## src/rtl/sync_fifo_pkg.sv

```systemverilog
// Shared types, defaults and helpers for the single-clock FIFO.
package sync_fifo_pkg;

  localparam int unsigned AEMPTY_TH_DEF    = 2;
  localparam int unsigned AFULL_MARGIN_DEF = 2;

  typedef struct packed {
    logic overflow;
    logic underflow;
  } fifo_err_t;

  function automatic int unsigned ptr_w(input int unsigned depth);
    return $clog2(depth) + 1;
  endfunction

endpackage

```

## src/rtl/sync_fifo_ctrl_if.sv

```systemverilog
// Push/pop handshake bundle for sync_fifo_ctrl; master drives requests, slave is the FIFO.
interface sync_fifo_ctrl_if
  import sync_fifo_pkg::*;
#(
  parameter int unsigned DWIDTH = 8,
  parameter int unsigned DEPTH  = 16
);
  localparam int unsigned PW = ptr_w(DEPTH);

  logic              push;
  logic [DWIDTH-1:0] wdata;
  logic              full;
  logic              afull;
  logic              pop;
  logic [DWIDTH-1:0] rdata;
  logic              rvalid;
  logic              empty;
  logic              aempty;
  logic [PW-1:0]     count;
  logic              overflow;
  logic              underflow;
  logic              err_clr;

  modport master (
    output push, wdata, pop, err_clr,
    input  full, afull, rdata, rvalid, empty, aempty, count, overflow, underflow
  );

  modport slave (
    input  push, wdata, pop, err_clr,
    output full, afull, rdata, rvalid, empty, aempty, count, overflow, underflow
  );

endinterface

```

## src/rtl/sync_fifo_ram.sv

```systemverilog
// DEPTH x DWIDTH storage: registered write port, asynchronous read port, contents never reset.
module sync_fifo_ram #(
  parameter  int unsigned DWIDTH = 8,
  parameter  int unsigned DEPTH  = 16,
  localparam int unsigned AW     = $clog2(DEPTH)
) (
  input  logic              clk,
  input  logic              we,
  input  logic [AW-1:0]     waddr,
  input  logic [DWIDTH-1:0] wdata,
  input  logic [AW-1:0]     raddr,
  output logic [DWIDTH-1:0] rdata
);

  logic [DWIDTH-1:0] mem [DEPTH];

  always_ff @(posedge clk) begin
    if (we) begin
      mem[waddr] <= wdata;
    end
  end

  assign rdata = mem[raddr];

endmodule

```

## src/rtl/sync_fifo_ctrl.sv

```systemverilog
// Single-clock FIFO controller: pointers, registered flags, sticky errors, read pipeline.
// Define SYNC_FIFO_FWFT_EN for first-word fall-through reads; default is 1-cycle read latency.
module sync_fifo_ctrl
  import sync_fifo_pkg::*;
#(
  parameter int unsigned DWIDTH    = 8,
  parameter int unsigned DEPTH     = 16,
  parameter int unsigned AFULL_TH  = DEPTH - AFULL_MARGIN_DEF,
  parameter int unsigned AEMPTY_TH = AEMPTY_TH_DEF
) (
  input logic             clk,
  input logic             reset,
  sync_fifo_ctrl_if.slave bus
);

  localparam int unsigned PW = ptr_w(DEPTH);
  localparam int unsigned AW = PW - 1;
  localparam logic [PW-1:0] AFULL_C  = PW'(AFULL_TH);
  localparam logic [PW-1:0] AEMPTY_C = PW'(AEMPTY_TH);

  if (((DEPTH & (DEPTH - 1)) != 0) || (DEPTH < 4) || (AEMPTY_TH == 0) ||
      (AEMPTY_TH >= AFULL_TH) || (AFULL_TH >= DEPTH)) begin : g_bad_cfg
    $fatal(1, "sync_fifo_ctrl: illegal DEPTH/threshold configuration");
  end

  logic [PW-1:0]     wptr_q, wptr_d, rptr_q, rptr_d, count_q, count_d;
  logic              full_q, full_d, empty_q, empty_d;
  logic              afull_q, afull_d, aempty_q, aempty_d;
  logic              wr_en, rd_en;
  fifo_err_t         err_q, err_d;
  logic [DWIDTH-1:0] rdata_q, ram_rdata;
  logic [AW-1:0]     raddr;

  always_comb begin
    // Acceptance uses the flags registered before this edge.
    wr_en    = bus.push & ~full_q;
    rd_en    = bus.pop & ~empty_q;
    wptr_d   = wptr_q + {{AW{1'b0}}, wr_en};
    rptr_d   = rptr_q + {{AW{1'b0}}, rd_en};
    count_d  = wptr_d - rptr_d;
    full_d   = (wptr_d[AW] != rptr_d[AW]) && (wptr_d[AW-1:0] == rptr_d[AW-1:0]);
    empty_d  = (wptr_d == rptr_d);
    afull_d  = (count_d >= AFULL_C);
    aempty_d = (count_d <= AEMPTY_C);
    err_d.overflow  = (bus.push & full_q) | (err_q.overflow & ~bus.err_clr);
    err_d.underflow = (bus.pop & empty_q) | (err_q.underflow & ~bus.err_clr);
  end

  sync_fifo_ram #(
    .DWIDTH (DWIDTH),
    .DEPTH  (DEPTH)
  ) u_ram (
    .clk   (clk),
    .we    (wr_en),
    .waddr (wptr_q[AW-1:0]),
    .wdata (bus.wdata),
    .raddr (raddr),
    .rdata (ram_rdata)
  );

  always_ff @(posedge clk) begin
    if (reset) begin
      wptr_q   <= '0;
      rptr_q   <= '0;
      count_q  <= '0;
      full_q   <= 1'b0;
      empty_q  <= 1'b1;
      afull_q  <= 1'b0;
      aempty_q <= 1'b1;
      err_q    <= '0;
    end else begin
      wptr_q   <= wptr_d;
      rptr_q   <= rptr_d;
      count_q  <= count_d;
      full_q   <= full_d;
      empty_q  <= empty_d;
      afull_q  <= afull_d;
      aempty_q <= aempty_d;
      err_q    <= err_d;
    end
  end

`ifdef SYNC_FIFO_FWFT_EN
  logic [DWIDTH-1:0] head_d;

  // Look ahead at the post-edge head; a word written this edge into that slot bypasses the RAM.
  assign raddr  = rptr_d[AW-1:0];
  assign head_d = (wr_en && (wptr_q[AW-1:0] == rptr_d[AW-1:0])) ? bus.wdata : ram_rdata;

  always_ff @(posedge clk) begin
    if (reset) begin
      rdata_q <= '0;
    end else if (!empty_d) begin
      rdata_q <= head_d;
    end
  end

  assign bus.rvalid = ~empty_q;
`else
  logic rvalid_q;

  assign raddr = rptr_q[AW-1:0];

  always_ff @(posedge clk) begin
    if (reset) begin
      rdata_q  <= '0;
      rvalid_q <= 1'b0;
    end else begin
      rvalid_q <= rd_en;
      if (rd_en) begin
        rdata_q <= ram_rdata;
      end
    end
  end

  assign bus.rvalid = rvalid_q;
`endif

  assign bus.rdata     = rdata_q;
  assign bus.count     = count_q;
  assign bus.full      = full_q;
  assign bus.empty     = empty_q;
  assign bus.afull     = afull_q;
  assign bus.aempty    = aempty_q;
  assign bus.overflow  = err_q.overflow;
  assign bus.underflow = err_q.underflow;

endmodule

```

## src/flat_wrapper.sv

```systemverilog
// flat-port wrapper written by rule: the top's interface ports become plain ports
module sync_fifo_ctrl_flat import sync_fifo_pkg::*;
#(
  parameter int unsigned DWIDTH    = 8,
  parameter int unsigned DEPTH     = 16,
  parameter int unsigned AFULL_TH  = DEPTH - AFULL_MARGIN_DEF,
  parameter int unsigned AEMPTY_TH = AEMPTY_TH_DEF
)
  (clk, reset, bus_push, bus_wdata, bus_pop, bus_err_clr, bus_full, bus_afull, bus_rdata, bus_rvalid, bus_empty, bus_aempty, bus_count, bus_overflow, bus_underflow);
  sync_fifo_ctrl_if #(.DWIDTH(DWIDTH), .DEPTH(DEPTH)) bus_i ();
  input logic clk;
  input logic reset;
  input wire logic [$bits(bus_i.push)-1:0] bus_push;
  input wire logic [$bits(bus_i.wdata)-1:0] bus_wdata;
  input wire logic [$bits(bus_i.pop)-1:0] bus_pop;
  input wire logic [$bits(bus_i.err_clr)-1:0] bus_err_clr;
  output wire logic [$bits(bus_i.full)-1:0] bus_full;
  output wire logic [$bits(bus_i.afull)-1:0] bus_afull;
  output wire logic [$bits(bus_i.rdata)-1:0] bus_rdata;
  output wire logic [$bits(bus_i.rvalid)-1:0] bus_rvalid;
  output wire logic [$bits(bus_i.empty)-1:0] bus_empty;
  output wire logic [$bits(bus_i.aempty)-1:0] bus_aempty;
  output wire logic [$bits(bus_i.count)-1:0] bus_count;
  output wire logic [$bits(bus_i.overflow)-1:0] bus_overflow;
  output wire logic [$bits(bus_i.underflow)-1:0] bus_underflow;
  assign bus_i.push = bus_push;
  assign bus_i.wdata = bus_wdata;
  assign bus_i.pop = bus_pop;
  assign bus_i.err_clr = bus_err_clr;
  assign bus_full = bus_i.full;
  assign bus_afull = bus_i.afull;
  assign bus_rdata = bus_i.rdata;
  assign bus_rvalid = bus_i.rvalid;
  assign bus_empty = bus_i.empty;
  assign bus_aempty = bus_i.aempty;
  assign bus_count = bus_i.count;
  assign bus_overflow = bus_i.overflow;
  assign bus_underflow = bus_i.underflow;
  sync_fifo_ctrl #(.DWIDTH(DWIDTH), .DEPTH(DEPTH), .AFULL_TH(AFULL_TH), .AEMPTY_TH(AEMPTY_TH)) u_core (.clk(clk), .reset(reset), .bus(bus_i));
endmodule
```

## config.mk

```make
export PLATFORM = sky130hd
export DESIGN_NAME = sync_fifo_ctrl_flat
export DESIGN_NICKNAME = d
export VERILOG_FILES = /design/src/rtl/sync_fifo_pkg.sv /design/src/rtl/sync_fifo_ctrl_if.sv /design/src/rtl/sync_fifo_ram.sv /design/src/rtl/sync_fifo_ctrl.sv /design/src/flat_wrapper.sv
export SDC_FILE = /design/constraint.sdc
export NUM_CORES = 1
export LEC_CHECK = 0
export BUFFER_PORTS_ARGS = -buffer_cell sky130_fd_sc_hd__buf_4
export CAP_MARGIN = 30
export CORE_ASPECT_RATIO = 0.5
export CORE_MARGIN = 5
export CORE_UTILIZATION = 45
export CTS_BUF_LIST = sky130_fd_sc_hd__clkbuf_8
export DETAILED_ROUTE_END_ITERATION = 10
export PLACE_DENSITY = 0.62
export SYNTH_ARGS = -nofsm -noshare
export SYNTH_HDL_FRONTEND = slang
export SYNTH_SLANG_ARGS = --single-unit
```

## constraint.sdc

```tcl
create_clock -name clk -period 3 [get_ports clk]
set_clock_uncertainty 0.15 [all_clocks]
set_input_delay 0.3 -clock clk [delete_from_list [all_inputs] [get_ports clk]]
set_output_delay 0.3 -clock clk [all_outputs]
set_load 0.01 [all_outputs]
```

; Word-level counts from Yosys, hierarchy flattened
; Memories as Yosys holds them, arrays and structs flattened. A register that Yosys moved wholly into a read port is not among the register bits.
; Index checks and enable logic that the tools add are counted.
[word_totals]
regBits = 22
latchBits = 0
ramBits = 128
rom_bits = 0
inputBits = 13
elab_cells = 33
n_memories = 1
[classes]
add_sub_neg = 3
n_mul = 0
div = 0
n_lt_le_gt_ge = 2
eq_ne = 3
shifts = 0
mux = 2
bitwise_logic = 11
n_reduce_logical = 1
[mem_list]
columns = name, words, width, rd, rd_clocked_by_memory_dff, write_ports, line_no
row1 = u_core.u_ram.mem, 16, 8, 1, 1, 1, sync_fifo_ram.sv:15  ; logic [DWIDTH-1:0] mem [DEPTH];
[ops]
columns = op, count
row1 = 5-bit by 1-bit adder with 5-bit output, 2
row2 = 1-bit bitwise AND, 6
row3 = 5-bit == test, 1
row4 = "5-bit by 4-bit >= comparator with 1-bit output, second input constant", 1
row5 = "5-bit by 2-bit <= comparator with 1-bit output, second input constant", 1
row6 = 5-bit subtractor, 1
row7 = 4-bit == test, 1
row8 = 1-bit NOT, 3
row9 = 1-bit two-way mux, 2
row10 = 1-bit bitwise OR, 2
row11 = 1-bit logical AND, 1
row12 = 1-bit inequality test, 1

; Longest topological paths before layout
[logic_depth]
word_depth = 5
ltp_mapped = 12
mapped_depth_nobuf = 11

; Hierarchy
; From an unflattened synthesis, not the netlist that was laid out.
[hier_totals]
cells_unflattened = 347
hier_area_um2 = 6190.9
[modules_own_cells]
columns = mod, instances, cells_each, area_each_um2, seq_area_each_um2
row1 = sync_fifo_ram, 1, 221, 4987.3, 3843.7
row2 = sync_fifo_ctrl, 1, 126, 1203.7, 600.6

; Worst setup path before layout
; OpenSTA, ideal clock, no wires.
[synth_path]
kind = register to register
from = register u_core.empty_q, in the netlist u_core.bus.empty
to = register u_core.aempty_q, in the netlist u_core.bus.aempty
arrival_ns = 2.658
setup_slack_ns = 0.076
stages_incl_launch_ff = 13
path_buffers = 1
synth_period_minus_slack_ns = 2.924
cell_sequence = dfxtp_1 > nand2b_1 > buf_2 > clkinv_1 > ha_1 > ha_1 > xnor2_1 > ha_1 > a21oi_1 > nor2b_1 > a221oi_1 > xor2_1 > a31o_2
[synth_via]
elab_chain_len = 5
[synth_lines]
columns = element, line_no
row1 = "start, declared", sync_fifo_ctrl.sv:27  ; logic full_q, full_d, empty_q, empty_d;
row2 = "start signal, assigned", sync_fifo_ctrl.sv:76  ; empty_q <= empty_d;
row3 = 1-bit NOT, sync_fifo_ctrl.sv:37  ; rd_en = bus.pop & ~empty_q;
row4 = 1-bit bitwise AND, sync_fifo_ctrl.sv:37
row5 = net u_core.rd_en, sync_fifo_ctrl.sv:29  ; logic wr_en, rd_en;
row6 = 5-bit by 1-bit adder with 5-bit output, sync_fifo_ctrl.sv:39  ; rptr_d = rptr_q + {{AW{1'b0}}, rd_en};
row7 = net u_core.rptr_d[1], sync_fifo_ctrl.sv:26  ; logic [PW-1:0] wptr_q, wptr_d, rptr_q, rptr_d, count_q, count_d;
row8 = 5-bit subtractor, sync_fifo_ctrl.sv:40  ; count_d = wptr_d - rptr_d;
row9 = 5-bit by 2-bit <= comparator with 1-bit output, sync_fifo_ctrl.sv:44  ; aempty_d = (count_d <= AEMPTY_C);
row10 = "end signal, assigned", sync_fifo_ctrl.sv:78  ; aempty_q <= aempty_d;
row11 = "end, declared", sync_fifo_ctrl.sv:28  ; logic afull_q, afull_d, aempty_q, aempty_d;
; The timed path passes the listed nets, and every way through them passes these cells.
; A chain may end at the register's enable or synchronous reset.

; Worst setup path in the final report
[layout_path]
from = input port bus_pop
to = register u_core.aempty_q, in the netlist u_core.bus.aempty
[layout_via]
elab_chain_len = 4
[layout_lines]
columns = element, line_no
row1 = "start, declared", flat_wrapper.sv:15  ; input wire logic [$bits(bus_i.pop)-1:0] bus_pop;
row2 = 1-bit bitwise AND, sync_fifo_ctrl.sv:37
row3 = net u_core.rd_en, sync_fifo_ctrl.sv:29
row4 = 5-bit by 1-bit adder with 5-bit output, sync_fifo_ctrl.sv:39
row5 = net u_core.rptr_d[1], sync_fifo_ctrl.sv:26
row6 = 5-bit subtractor, sync_fifo_ctrl.sv:40
row7 = 5-bit by 2-bit <= comparator with 1-bit output, sync_fifo_ctrl.sv:44
; The timed path passes the listed nets, and every way through them passes these cells.

==> qor.txt <==
DRT iter0 DRCs: 241
Rel. slew slack: 46.17%
total CTS buffers: 17
Buf/Inv on CP: 3
P_leak: 2.406 nW
M1 WL: 5.629 mm
Max Cap Viol: 0
multi-input combinational cell area: 1673 sq um
Area Growth Syn to Fin: 15.11%
number of global-route vias before repair: 3184
grt ovf: 0
register area share after synthesis: 71.25%
Max H-tree Level: 4
CTS tree: yes
placed cell count: 559
final worst-path cycle share: 97.24%
cell-by-cell trace of the critical path: dlygate4sd3_1 -> buf_4 -> nand2b_1 -> clkinv_1 -> ha_1 -> ha_1 -> xnor2_1 -> ha_1 -> a21oi_2 -> nor2b_1 -> a221oi_1 -> xor2_1 -> a31o_2
post-synth cell types: 34
setup ws final: 82.87 ps
Ports: 33
final antenna-violating net count: 0
crit-path leading delay family: buffers and inverters
Final Max Tran Viols: 0
Hold Path Depth: 1
Initial Util: 46.03%
# diodes: 0
std cell rows: 30
Detailed Place HPWL: 7.930 mm
clk_lat worst skew: 440 ps
outcome: finished, final reports clean
top routing layer used: met4
commonest non-fill, non-tap cell in the layout: edfxtp_1
Hold Crit Class: input port to register
worst flop-to-flop path endpoint: u_core.bus.aempty$_SDFF_PP1_
core area: 13550 sq um
FF/Latch Area: 4446 sq um
slowest cell on the critical path: dlygate4sd3_1
crit path DAT: 3100 ps
syn_area_per_cell: 18.62 sq um
die height: 93.25 microns
post-synthesis cell count: 335
fin nets: 412
crit end category: register
IO buf count: 32
DIE AREA: 16460 sq um
CP startpoint kind: input port
WS Path Type: input port to register
Fin. Hold Viols: 0
initial antenna violation count: 0
DR vias/cell: 5.217
fill cell count: 1067
maximum VDD drop: 0.3196 mV
Worst Tran Pin Value: 804.4 ps
WL met2: 5.282 mm
setup TNS: 0 ps
Critical Path Stages: 13
drt drc: 0
Initial DRT Pass Iterations: 4
die width: 176.5 microns
HP Start: bus_wdata[7]
synth warn: 0
worst path required time: 3190 ps
crit path max fanout: 5
clock root buffer: clkbuf_8
via count: 3104
Worst R2R Setup Slack: 190 ps
Syn Nets: 356
Pwr Density: 634.3 nW/um^2
gr usage total: 15.12%
WL/cell: 19.62 microns
DP Worst Slack: 102.1 ps
Min Hold Slack: 22.51 ps
Reg-to-Reg Start: u_core.bus.full$_SDFF_PP0_
layout cells sized above 1: 27.54%
largest net degree at the start of global routing: 33
CTS clk-pin slew, worst paths: 90 ps
highest clock rate: 342.8 MHz
# setup viols final: 0
final WL: 11.68 mm
Clock Path Buffers: 2
Final Non-Filler Cells: 595
critical path's most frequent cell: ha_1
first-pass GRT wire length: 18.20 mm
post-synth design cell area: 6237 sq um
RePlAce Congestion: 0.8257
commonest cells after routing, fill and taps aside: 128 x edfxtp_1, 46 x buf_4, 29 x dfxtp_1
Reg2Reg Depth: 10
worst hold endpoint: u_core.u_ram.mem[9][7]$_DFFE_PP_
#FFs+latches synth: 158
min cycle time layout: 2917 ps
postcts setup bufs: 0
clk sinks: 158
routed wl met3: 585 microns
Worst path max stage delay: 540 ps
-- worst max-delay path by stage --
| stage | from | endpoint | slack, ps |
|---|---|---|---|
| 2_1_floorplan | u_core.bus.empty$_SDFF_PP1_ | u_core.bus.aempty$_SDFF_PP1_ | 80 |
| 3_3_place_gp | bus_push | u_core.bus.aempty$_SDFF_PP1_ | 250 |
| 3_5_place_dp | bus_push | u_core.bus.aempty$_SDFF_PP1_ | 100 |
| 4_1_cts | bus_pop | u_core.bus.aempty$_SDFF_PP1_ | 100 |
| 5_1_grt | bus_pop | u_core.bus.aempty$_SDFF_PP1_ | -8 |
| 6_report | bus_pop | u_core.bus.aempty$_SDFF_PP1_ | 80 |
-- state kept, by name, indices dropped and copies added (netlist names) --
register,count
u_core.wptr_q,5
u_core.bus.rdata,8
u_core.bus.overflow,1
u_core.bus.empty,1
u_core.bus.count,5
u_core.rptr_q,5
u_core.bus.aempty,1
u_core.bus.afull,1
u_core.bus.underflow,1
u_core.bus.full,1
u_core.bus.rvalid,1
u_core.u_ram.mem,128
-- final cells by class --
class                   instances  area share [%]
well taps                     192           3.346
inverters                       7          0.3660
multi-input cells             155           23.30
repair buffers                 52           5.786
flip-flops and latches        158           61.92
clock buffers                  17           3.259
clock inverters                14           2.022
-- timing repair --
| item | 4_1_cts | 5_1_grt |
|---|---|---|
| setup endpoints to repair | 0 | 3 |
| endpoints found under the hold margin | 14 | 0 |
| resized for setup | 0 | 2 |
| hold buffers | 5 | 0 |
-- stage by stage --
stage	cell area, sq um	util (%)	total power (W)
3_3_place_gp	6739	49.73	0.003058
3_5_place_dp	6739	49.73	0.003072
2_1_floorplan	6237	-	0.002878
5_1_grt	7179	52.98	0.004746
4_1_cts	7168	52.90	0.004581
6_report	7179	52.98	0.004554
-- kinds of logic after synthesis --
| group | after synthesis | share of synthesized area, % |
|---|---|---|
| adders and majority gates | 8 | 1.605 |
| xor gates and xnor gates | 16 | 2.367 |
| and+or+nand+nor | 71 | 5.276 |
| AOI/OAI and AO/OA | 20 | 2.046 |
| buffers and inverters | 22 | 2.106 |
| muxes | 40 | 15.35 |
| DFF | 158 | 71.25 |
-- layer usage --
metal	track usage, %	vias up
li1	-	1426
met1	22.01	1585
met2	22.43	78
met3	3.231	15
met4	5.985	0
met5	0	-
-- cells in the mapped netlist --
cell | number | share of area, %
edfxtp_1 | 128 | 62
o211ai_1 | 1 | 0.12
buf_4 | 1 | 0.12
a31o_2 | 2 | 0.28
nor2b_1 | 7 | 0.70
buf_8 | 1 | 0.24
a22oi_1 | 2 | 0.24
a221oi_1 | 1 | 0.14
buf_12 | 1 | 0.32
dfxtp_1 | 30 | 9.6
nor3_1 | 4 | 0.32
nand3_1 | 6 | 0.48
nand2_1 | 19 | 1.1
xnor2_1 | 8 | 1.1
o221ai_1 | 1 | 0.14
nand2b_1 | 3 | 0.30
mux4_1 | 15 | 6.3
nor2_1 | 26 | 1.6
inv_1 | 6 | 0.36
or3b_2 | 1 | 0.14
ha_1 | 8 | 1.6
xnor2_2 | 1 | 0.26
clkbuf_1 | 8 | 0.48
mux4_2 | 25 | 9.0
nor3b_1 | 1 | 0.12
nand3b_1 | 2 | 0.24
xor2_1 | 7 | 0.98
nor4bb_1 | 1 | 0.16
a21oi_1 | 12 | 0.96
buf_2 | 2 | 0.16
buf_6 | 2 | 0.36
and3_1 | 1 | 0.10
clkinv_1 | 1 | 0.060
a21bo_2 | 1 | 0.16
-- power by group --
group | leakage [nW] | total (W) | internal (W) | switching [W]
registers | 1.40 | 0.00246 | 0.00243 | 0.0000280
clock network | 0.190 | 0.00153 | 0.000684 | 0.000842
logic | 0.813 | 0.000567 | 0.000286 | 0.000281
total | 2.41 | 0.00455 | 0.00340 | 0.00115
Note: power is estimated with default switching activity, not from simulation.
